==> src/rtl/sipo_deserializer.sv <==
// MSB-first serial-in, parallel-out deserializer with START framing,
// ready/valid output handshake and one-cycle OVERRUN / FRAME_ERR pulses.
module sipo_deserializer #(
    parameter int unsigned WIDTH = 8
) (
    input  logic             CLK,
    input  logic             RST,
    input  logic             SIN,
    input  logic             SIN_VALID,
    input  logic             START,
    output logic [WIDTH-1:0] DOUT,
    output logic             DOUT_VALID,
    input  logic             DOUT_READY,
    output logic             OVERRUN,
    output logic             FRAME_ERR
);

    typedef enum logic {
        ST_IDLE  = 1'b0,
        ST_SHIFT = 1'b1
    } state_t;

    localparam logic [4:0] LP_LAST = 5'(WIDTH - 1);

    state_t           r_state;
    logic [4:0]       r_bcnt;
    logic [WIDTH-1:0] r_sr;
    logic [WIDTH-1:0] r_dout;
    logic             r_dout_valid;
    logic             r_overrun;
    logic             r_frame_err;

    logic [WIDTH-1:0] w_word;
    logic [WIDTH-1:0] w_first;

    assign w_word  = {r_sr[WIDTH-2:0], SIN};
    assign w_first = {{(WIDTH-1){1'b0}}, SIN};

    always_ff @(posedge CLK) begin
        if (!RST) begin
            r_state      <= ST_IDLE;
            r_bcnt       <= '0;
            r_sr         <= '0;
            r_dout       <= '0;
            r_dout_valid <= 1'b0;
            r_overrun    <= 1'b0;
            r_frame_err  <= 1'b0;
        end else begin
            r_overrun   <= 1'b0;
            r_frame_err <= 1'b0;
            if (DOUT_READY) begin
                r_dout_valid <= 1'b0;
            end
            if (SIN_VALID) begin
                case (r_state)
                    ST_IDLE: begin
                        if (START) begin
                            r_sr    <= w_first;
                            r_bcnt  <= 5'd1;
                            r_state <= ST_SHIFT;
                        end
                    end
                    ST_SHIFT: begin
                        if (START) begin
                            // Restart mid-frame: drop partial word, new bit is bit 1
                            r_sr        <= w_first;
                            r_bcnt      <= 5'd1;
                            r_frame_err <= 1'b1;
                        end else if (r_bcnt == LP_LAST) begin
                            // Completion overrides the ready-clear issued above
                            r_dout       <= w_word;
                            r_dout_valid <= 1'b1;
                            r_overrun    <= r_dout_valid & ~DOUT_READY;
                            r_sr         <= '0;
                            r_bcnt       <= '0;
                            r_state      <= ST_IDLE;
                        end else begin
                            r_sr   <= w_word;
                            r_bcnt <= r_bcnt + 5'd1;
                        end
                    end
                    default: r_state <= ST_IDLE;
                endcase
            end
        end
    end

    assign DOUT       = r_dout;
    assign DOUT_VALID = r_dout_valid;
    assign OVERRUN    = r_overrun;
    assign FRAME_ERR  = r_frame_err;

endmodule

==> config.mk <==
export PLATFORM = sky130hd
export DESIGN_NAME = sipo_deserializer
export DESIGN_NICKNAME = d
export VERILOG_FILES = /design/src/rtl/sipo_deserializer.sv
export SDC_FILE = /design/constraint.sdc
export NUM_CORES = 1
export LEC_CHECK = 0
export CAP_MARGIN = 5
export CORE_MARGIN = 8
export CORE_UTILIZATION = 32
export DETAILED_ROUTE_END_ITERATION = 8
export GPL_TIMING_DRIVEN = 0
export SKIP_CTS_REPAIR_TIMING = 1
export SLEW_MARGIN = 0
export SYNTH_ARGS = -nofsm -noshare
export SYNTH_HDL_FRONTEND = slang
export SYNTH_SLANG_ARGS = --single-unit
export TNS_END_PERCENT = 100
==> constraint.sdc <==
create_clock -name CLK -period 1.66 [get_ports CLK]
set_input_delay 0.332 -clock CLK [delete_from_list [all_inputs] [get_ports CLK]]
set_output_delay 0.332 -clock CLK [all_outputs]
set_load 0.02 [all_outputs]
==> results.json <==
{
  "status": "complete, no violations",
  "setup_viol_count_final": 0,
  "grt_pass1_wl_um": 3910,
  "layout.nets": 133,
  "ys.flop_type": "dfxtp_1",
  "cts_tree": "yes",
  "areaGrowthSynthToFinish_pct": 28.4,
  "crit_path_start_kind": "flop",
  "p_leak_nw": 0.438,
  "hold_class": "reg2reg",
  "worstPathCellList": "clkdlybuf4s50_1",
  "cts_buffers": 3,
  "p_sw_uw": 220,
  "drc": 0,
  "fmax_mhz": 617,
  "drive_gt1_share_pct": 8.00,
  "vdd_drop_max_v": 0.000308,
  "slew_headroom_pct": 54.2,
  "cts_root_buf": "clkbuf_4",
  "finalHoldViolCount": 0,
  "slowest_stage": "clkdlybuf4s50_1",
  "grt_max_degree": 15,
  "gp_congestion": 0.767,
  "die_h_um": 70.7,
  "cts_sinks": 24,
  "drv_cap": 0,
  "antenna_cells": 0,
  "insertion_delay_ns": 0.31,
  "overflow": 0,
  "crit_family": "buffers and inverters",
  "dp_cells": 154,
  "routedWlPerCell_um": 14.3,
  "synth_edf_count": 0,
  "fin_crit_sh_pct": 97.6,
  "p_sw_share_pct": 20.6,
  "initialDrtViolationCount": 58,
  "core_um2": 2950,
  "ioPinCount": 17,
  "synth_top_area_cell": "dfxtp_1",
  "power.density_nw_per_um2": 871,
  "synth_most_common_cell": "dfxtp_1",
  "htreeDepth": 1,
  "ant_nets": 0,
  "regToRegSetupSlack_ns": 0.13,
  "critical_path.max_stage_delay_ns": 0.61,
  "dp_hpwl_um": 1660,
  "syn_area_um2": 956,
  "fin_area_um2": 1230,
  "total_power_mw": 1.07,
  "clkPwrFrac_pct": 39.8,
  "seq_power_share_pct": 55.0,
  "hold_slack_ns": 0.471,
  "antenna_found_initial": 0,
  "synth_area_leaders": "dfxtp_1, a21oi_1, nand3_1, a32oi_1, nor2_1",
  "ys_seq_elements": 24,
  "tightest_slew_ns": 0.683,
  "vias": 853,
  "first_pass_iters": 4,
  "grt_use_total_pct": 9.42,
  "ys_types": 29,
  "setup_tns_ns": 0,
  "crit_buf_inv": 1,
  "cts_buffer_depth": 2,
  "fin_skew_ns": 0.0103,
  "path_class": "reg2out",
  "placementRows": 20,
  "yosys_warnings": 0,
  "cp_data_arrival_time_ns": 1.29,
  "period_minus_slack_ns": 1.62,
  "synth_common_cells": "dfxtp_1, a21oi_1, nand3_1",
  "chipWidth_um": 70.7,
  "wl_um": 2260,
  "vias_per_cell": 5.40,
  "synth.avg_cell_area_um2": 9.10,
  "rsz0062_at_grt": "no",
  "slew_violations": 0,
  "grt_pass1_vias": 817,
  "combPwrFrac_pct": 5.3,
  "ys_seq_area_share_pct": 50.3,
  "async_reset_ff_share_pct": 0,
  "crit_required_ns": 1.33,
  "placed_area_um2": 1160,
  "synth_top_area_share_pct": 50.3,
  "syn_inst": 105,
  "fp.dieArea_um2": 4990,
  "crit_path_end_kind": "primary output",
  "cts.reportedPaths.clkPinSlew_ns": 0.14,
  "synth.net_count": 112,
  "final_cells": 158,
  "start_util_pct": 32.4,
  "p_int_uw": 849,
  "portBuffers": 16,
  "path_max_fanout": 2,
  "fillers": 310
}
==> path summary, 6_finish.rpt <==
kind / from / end / cells past startpoint
worst max-delay path: DOUT[6]$_SDFFE_PN0P_ / DOUT[6] / 1
worst min-delay path: r_sr[6]$_SDFFE_PN0P_ / r_sr[6]$_SDFFE_PN0P_ / 2
worst max register to register: r_bcnt[0]$_SDFFE_PN0P_ / r_bcnt[3]$_SDFFE_PN0P_ / 4
worst min register to register: r_sr[6]$_SDFFE_PN0P_ / r_sr[6]$_SDFFE_PN0P_ / 2
==> state kept, by name, indices dropped and copies added, names as in the netlist <==
| signal | count |
|---|---|
| DOUT | 8 |
| DOUT_VALID | 1 |
| FRAME_ERR | 1 |
| OVERRUN | 1 |
| r_bcnt | 5 |
| r_sr | 7 |
| r_state | 1 |
==> layout make-up <==
| cell class | instances | area, um2 | area share, % |
|---|---|---|---|
| multi-input combinational | 71 | 439 | 35.8 |
| timing repair buffer | 16 | 163 | 13.3 |
| tap | 33 | 41.3 | 3.36 |
| buffer | 8 | 43.8 | 3.57 |
| inverter | 2 | 7.51 | 0.612 |
| sequential | 24 | 480 | 39.1 |
| clock inverter | 1 | 30.0 | 2.45 |
| clock buffer | 3 | 22.5 | 1.83 |
==> cells by family after synthesis <==
group | after synthesis | share of synthesized area, %
AND/OR/NAND/NOR | 33 | 18.2
AO/OA/AOI/OAI | 37 | 24.9
adder cells (fa/ha/maj) | 1 | 1.31
buffers and inverters | 10 | 5.37
flip-flops | 24 | 50.3
==> layout by cell type (no fill, tap or decap), drive strengths merged <==
cell type and count:
nand2 5, a32oi 6, a21oi 12, o311ai 1, bufinv 1, nand3b 1
or4 1, and3 1, nand3 11, a31oi 1, and3b 1, nor2 7
a21o 1, inv 2, o21ai 10, dfxtp 24, a41oi 1, o211a 2
o21a 2, ha 1, dlymetal6s2s 1, nor2b 1, nand4 1, clkdlybuf4s50 15
nor3 2, nand4bb 1, clkbuf 6, a311oi 1, nor4bb 1, buf 5
==> power by group through the flow <==
stage / clock (mW) / combinational (mW) / sequential [mW]
after floorplan: 0 / 0.0291 / 0.599
after global placement: 0 / 0.0551 / 0.600
after detailed placement: 0 / 0.0558 / 0.600
after CTS: 0.427 / 0.0562 / 0.587
after global routing: 0.451 / 0.0617 / 0.589
final: 0.425 / 0.0562 / 0.588
==> layer usage <==
layer,vias to the layer above,share of wire (%),track usage [%]
met5,-,0,0
met4,0,0.66,2.77
met3,2,5.4,2.97
met2,17,49,16.6
met1,399,45,10.5
li1,435,-,-
==> through the flow <==
step                utilization [%]  worst slack [ns]
global route                   41.6           0.00124
floorplan                         -             0.269
detailed placement             39.2            -0.166
CTS                            41.0            0.0330
global placement               39.2            -0.162
finish                         41.6            0.0401
No activity file was read; power rests on OpenSTA's default activity.
